==> src/rtl/fft_cont_mc_pkg.sv <==
// Shared encodings for the multi-channel FFT controller: commands, config_valid
// codes, per-channel state and setting-word field positions.
package fft_cont_mc_pkg;

  localparam logic [31:0] CMD_START     = 32'd1;
  localparam logic [31:0] CMD_SOFT_STOP = 32'd2;
  localparam logic [31:0] CMD_ABORT     = 32'd3;
  localparam logic [31:0] CMD_CLR_ERR   = 32'd4;

  localparam logic [1:0] CV_CFG = 2'd1;
  localparam logic [1:0] CV_CMD = 2'd2;

  typedef enum logic [1:0] {
    ST_IDLE  = 2'd0,
    ST_RUN   = 2'd1,
    ST_DRAIN = 2'd2
  } state_t;

  localparam int IFFT_BIT  = 31;
  localparam int POINT_MSB = 30;
  localparam int POINT_LSB = 27;
  localparam int FSH_MSB   = 26;
  localparam int FSH_LSB   = 22;
  localparam int SCL_MSB   = 21;
  localparam int SCL_LSB   = 4;

endpackage

==> src/rtl/fft_cont_mc_ch.sv <==
// One FFT channel controller: run state, in-flight packet count, sticky errors,
// setting register, registered input gate and abort flush pulse.
module fft_cont_ch
  import fft_cont_mc_pkg::*;
#(
  parameter int DEPTH = 1024,
  parameter int SLACK = 2
) (
  input  logic        clk,
  input  logic        rst,
  input  logic        cfg_wr,
  input  logic        cmd_vld,
  input  logic [31:0] cmd,
  input  logic [31:0] cfg_word,
  input  logic        rx,
  input  logic        tx,
  output logic        is_ready,
  output logic        flush,
  output logic        ifft,
  output logic [3:0]  point,
  output logic [4:0]  final_shift,
  output logic [17:0] scaling,
  output logic [3:0]  status
);

  localparam int CW = $clog2(DEPTH + 1);
  localparam logic [CW-1:0] CNT_MAX = CW'(DEPTH);
  localparam logic [CW-1:0] RDY_LIM = CW'(DEPTH - SLACK);

  state_t        state, state_nxt;
  logic [CW-1:0] count, count_nxt;
  logic [31:0]   setting;
  logic          ovf_err, udf_err;
  logic          do_start, do_stop, do_abort, do_clr;
  logic          inc, dec, ovf_evt, udf_evt;

  // Abort only applies to an active channel; in that cycle rx/tx are discarded.
  always_comb begin
    do_start  = cmd_vld && (cmd == CMD_START);
    do_stop   = cmd_vld && (cmd == CMD_SOFT_STOP);
    do_abort  = cmd_vld && (cmd == CMD_ABORT) && (state != ST_IDLE);
    do_clr    = cmd_vld && (cmd == CMD_CLR_ERR);
    inc       = rx && !tx;
    dec       = tx && !rx;
    ovf_evt   = !do_abort && inc && (count == CNT_MAX);
    udf_evt   = !do_abort && dec && (count == '0);
    count_nxt = count;
    if (do_abort)                       count_nxt = '0;
    else if (inc && count != CNT_MAX)   count_nxt = count + CW'(1);
    else if (dec && count != '0)        count_nxt = count - CW'(1);
  end

  always_ff @(posedge clk) begin
    if (rst) state <= ST_IDLE;
    else     state <= state_nxt;
  end

  always_comb begin
    state_nxt = state;
    unique case (state)
      ST_IDLE:  if (do_start) state_nxt = ST_RUN;
      ST_RUN: begin
        if (do_abort)     state_nxt = ST_IDLE;
        else if (do_stop) state_nxt = ST_DRAIN;
      end
      ST_DRAIN: if (do_abort || count == '0) state_nxt = ST_IDLE;
      default:  state_nxt = ST_IDLE;
    endcase
  end

  always_ff @(posedge clk) begin
    if (rst) begin
      count    <= '0;
      setting  <= '0;
      ovf_err  <= 1'b0;
      udf_err  <= 1'b0;
      is_ready <= 1'b0;
      flush    <= 1'b0;
    end else begin
      count    <= count_nxt;
      if (cfg_wr && state == ST_IDLE) setting <= cfg_word;
      // A fresh error event beats a same-cycle clear.
      ovf_err  <= ovf_evt || (ovf_err && !do_clr);
      udf_err  <= udf_evt || (udf_err && !do_clr);
      is_ready <= !do_abort && (state == ST_RUN) && (count_nxt < RDY_LIM);
      flush    <= do_abort;
    end
  end

  always_comb begin
    status      = {ovf_err, udf_err, state == ST_DRAIN, state == ST_IDLE};
    ifft        = setting[IFFT_BIT];
    point       = setting[POINT_MSB:POINT_LSB];
    final_shift = setting[FSH_MSB:FSH_LSB];
    scaling     = setting[SCL_MSB:SCL_LSB];
  end

endmodule

==> src/rtl/fft_cont_mc.sv <==
// Multi-channel FFT controller top: decodes cfg_ch / config_valid and fans out
// to NCH independent channel controllers.
module fft_cont_mc
  import fft_cont_mc_pkg::*;
#(
  parameter  int NCH   = 2,
  parameter  int DEPTH = 1024,
  parameter  int SLACK = 2,
  localparam int CHW   = (NCH > 1) ? $clog2(NCH) : 1
) (
  input  logic              clk,
  input  logic              rst,
  input  logic [CHW-1:0]    cfg_ch,
  input  logic [1:0]        config_valid,
  input  logic [31:0]       input_config,
  input  logic [31:0]       input_command,
  input  logic [NCH-1:0]    rx_valid,
  input  logic [NCH-1:0]    tx_valid,
  output logic [NCH-1:0]    is_ready,
  output logic [NCH-1:0]    flush,
  output logic [NCH-1:0]    ifft,
  output logic [NCH*4-1:0]  point,
  output logic [NCH*5-1:0]  final_shift,
  output logic [NCH*18-1:0] scaling,
  output logic [NCH*4-1:0]  status
);

  for (genvar i = 0; i < NCH; i++) begin : g_ch
    logic sel;
    assign sel = (cfg_ch == CHW'(i));

    fft_cont_ch #(.DEPTH(DEPTH), .SLACK(SLACK)) u_ch (
      .clk         (clk),
      .rst         (rst),
      .cfg_wr      (sel && config_valid == CV_CFG),
      .cmd_vld     (sel && config_valid == CV_CMD),
      .cmd         (input_command),
      .cfg_word    (input_config),
      .rx          (rx_valid[i]),
      .tx          (tx_valid[i]),
      .is_ready    (is_ready[i]),
      .flush       (flush[i]),
      .ifft        (ifft[i]),
      .point       (point[i*4 +: 4]),
      .final_shift (final_shift[i*5 +: 5]),
      .scaling     (scaling[i*18 +: 18]),
      .status      (status[i*4 +: 4])
    );
  end

endmodule

==> config.mk <==
export PLATFORM = sky130hd
export DESIGN_NAME = fft_cont_mc
export DESIGN_NICKNAME = d
export VERILOG_FILES = /design/src/rtl/fft_cont_mc_pkg.sv /design/src/rtl/fft_cont_mc_ch.sv /design/src/rtl/fft_cont_mc.sv
export SDC_FILE = /design/constraint.sdc
export NUM_CORES = 1
export LEC_CHECK = 0
export CAP_MARGIN = 20
export CORE_MARGIN = 1.5
export CORE_UTILIZATION = 46
export DETAILED_ROUTE_END_ITERATION = 16
export MAX_ROUTING_LAYER = met4
export PLACE_DENSITY_LB_ADDON = 0.12
export SLEW_MARGIN = 25
export SYNTH_ARGS = -nofsm -noshare
export SYNTH_HDL_FRONTEND = slang
export SYNTH_SLANG_ARGS = --single-unit
==> constraint.sdc <==
create_clock -name clk -period 3.7 [get_ports clk]
set_input_delay 0.555 -clock clk [delete_from_list [all_inputs] [get_ports clk]]
set_output_delay 0.555 -clock clk [all_outputs]
set_load 0.01 [all_outputs]
==> metrics <==
final setup skew=~0.014 ns; Die W=between 90 and 100 um; Via density=between 5 and 6; Area Overhead vs Synth=37.4%; global route hottest layer=met2; clock root cell=clkbuf_8; Cell Pwr Density=roughly 550 nW/um2; met3 usage=under 10%; antenna violations before repair=0; Final min period=roughly 3 ns; DR vias=4082; CTS Hold Buffers Added=0; Max-cap violations=0; CP Launch Type=primary input; Tcrit/Tclk final=between 80% and 90%; hold wc startpoint=g_ch[1].u_ch.setting[17]; CTS clk-pin slew, worst paths=roughly 0.090 ns; global-route met2 utilization=41.5%; final hold violation count=0; most numerous cell in the Yosys netlist=nand2_1; RSZ-0062 raised after global routing=no; M1 GR Usage=about 28%; core region area=8720 um2; post-CTS setup buffers=0; status=finished, final reports clean; Hold Path Class=reg -> reg; Post-synth EDFFs=0; crit path DAT=between 3 and 4 ns; Starting Density=a little under half; worst-case clock buffer depth=2; synthesized area=4150 um2; DR WL/cell=about 15 um; max_slew headroom=between 50% and 60%; Post-synth ARST share=0%; max-slew violations=0; WHS Endpoint=g_ch[1].u_ch.setting[17]; placed cell area=5500 um2; share of cells above drive strength 1=under 10%; gr ovfl total=0; H-tree depth=3; Setup TNS=0 ns; CTS-repair resized insts=0; max frequency=roughly 330 MHz; list of most frequent post-synthesis cells=nand2_1 (132), dfxtp_1 (90), a21oi_1 (61); r2r setup slk=0.75 ns; placed wire-length estimate=8050 um; Post-Syn Nets=around 600; final setup fails=0; largest net degree at the start of global routing=65; final wirelength=roughly 11000 um; Antenna Violating Nets Remaining=0; CP Capture Type=flop; crit path max fanout=8; kind of critical path=in -> reg; Layout Nets=721; CP required=a little under 4 ns; Fillers=approximately 770; Ys Warns=0; CTS Buf Count=9; DIE AREA=9600 um2; share of the synthesized area in the top cell type=a little over two fifths; R2R Path Start=g_ch[0].u_ch.count[2]; Worst Hold Depth=2; main area contributors after synthesis=dfxtp_1 (43%), nand2_1 (12%), a21oi_1 (7.4%); leakage=around 2.1 nW; clk sinks=90; antenna cells=0; CTS tree=yes; Yosys reg bits=90; Synth area leader=dfxtp_1; Worst Max-Slew Pin Slew=about 0.67 ns; final instance area=5700 um2; Synth Area per Inst=just under 8 um2; Die Ht=just under 100 um; first-pass GRT wire length=approximately 18000 um; FF-to-FF path depth=7; Yosys cell types=53; Port Buf Inserts=~140; placer congestion estimate=a little under 0.9; Total GRT Usage=approximately a quarter; vias in the first global route=about 3900; worst vdd ir=between 0.3 and 0.4 mV; drc violations=0; Initial DRC Count=about 120; drt first pass iters=4; I/O pin total=141; RR Endpoint=g_ch[0].u_ch.is_ready; cells after synthesis=around 520; Top FF cell, synth=dfxtp_1; Rows=34; post-synthesis sequential area ratio=a little over two fifths; Clk Latency, worst-skew pair=approximately 0.36 ns
flip-flops by register name, summed over array words and instances (netlist names):
register / flops
g_ch.u_ch.count: 22
g_ch.u_ch.state: 4
g_ch.u_ch.ovf_err: 2
g_ch.u_ch.is_ready: 2
g_ch.u_ch.setting: 56
g_ch.u_ch.udf_err: 2
g_ch.u_ch.flush: 2
how the worst max path moves through the flow:
stage | start | end | slack [ns] | cells after the start
global route | tx_valid[1] | g_ch[1].u_ch.is_ready | 0.56 | 8
detailed placement | tx_valid[1] | g_ch[1].u_ch.is_ready | 0.35 | 8
finish | tx_valid[1] | g_ch[1].u_ch.is_ready | 0.69 | 8
CTS | tx_valid[1] | g_ch[1].u_ch.is_ready | 0.73 | 8
global placement | tx_valid[1] | g_ch[1].u_ch.is_ready | 0.49 | 8
floorplan | g_ch[0].u_ch.count[2] | g_ch[0].u_ch.is_ready | 0.94 | 9
cell families (layout without fill, tap and decap cells):
logic type	Yosys count	after routing	share of synthesized area, %
AO/OA/AOI/OAI	100	100	14.3
XOR/XNOR	18	18	3.80
adder cells (fa/ha/maj)	6	6	1.81
buffers and inverters	43	166	5.33
flip-flops	90	90	43.4
multiplexers	1	1	0.241
AND/OR/NAND/NOR	266	266	31.1
power breakdown:
part           internal [W]  switching [W]  total, W
logic              0.000529       0.000654   0.00118
registers           0.00109       0.000155   0.00124
clock network      0.000338       0.000352  0.000690
total               0.00196        0.00116   0.00312
placed cells by master (no fill, tap or decap), types with 3 or more instances in the layout:
master	n
xor2_1	12
nor4_1	13
nor2_1	45
o21ai_0	6
or4_1	3
a21oi_1	61
inv_6	3
clkdlybuf4s50_1	135
and4b_1	3
inv_1	8
nand4_1	9
and3_1	9
buf_4	6
ha_1	6
nor2b_1	11
a221o_1	3
nor3_1	6
xnor2_1	6
nor4b_1	4
clkbuf_8	10
or2_2	3
a31oi_1	9
dfxtp_1	90
nor3b_1	3
a21o_1	3
nand3_1	10
o31ai_1	3
nand2_1	132
final cells by class:
class / count / area [um2] / area share [%]
clock buffer: 10 / 138 / 2.41
multi-input combinational: 391 / 2130 / 37.3
tap: 108 / 135 / 2.37
clock inverter: 6 / 70.1 / 1.23
timing repair buffer: 142 / 1400 / 24.6
inverter: 8 / 30.0 / 0.526
sequential: 90 / 1800 / 31.6
through the flow:
stage	power (W)	setup WS, ns	std cells	utilization (%)	hold WS [ns]
6_report	0.00312	0.686	755	65.4	0.454
3_3_place_gp	0.00239	0.492	739	63.0	0.435
2_1_floorplan	0.00213	0.942	524	-	0.425
4_1_cts	0.00313	0.730	755	65.4	0.459
3_5_place_dp	0.00243	0.347	739	63.0	0.448
5_1_grt	0.00331	0.562	755	65.4	0.474
metal layers:
layer	routed length (um)	up-vias
met5	0	-
met2	5620	117
met4	165	0
met1	4730	1901
li1	-	2050
met3	612	14
critical path: stages:
cell	delay (ns)
clkdlybuf4s50_1	0.60
or4b_2	0.66
a2111oi_0	0.53
nor3b_1	0.27
a31oi_1	0.07
xor2_1	0.17
nor4_1	0.30
a21oi_1	0.10
Note: power is estimated with default switching activity, not from simulation.
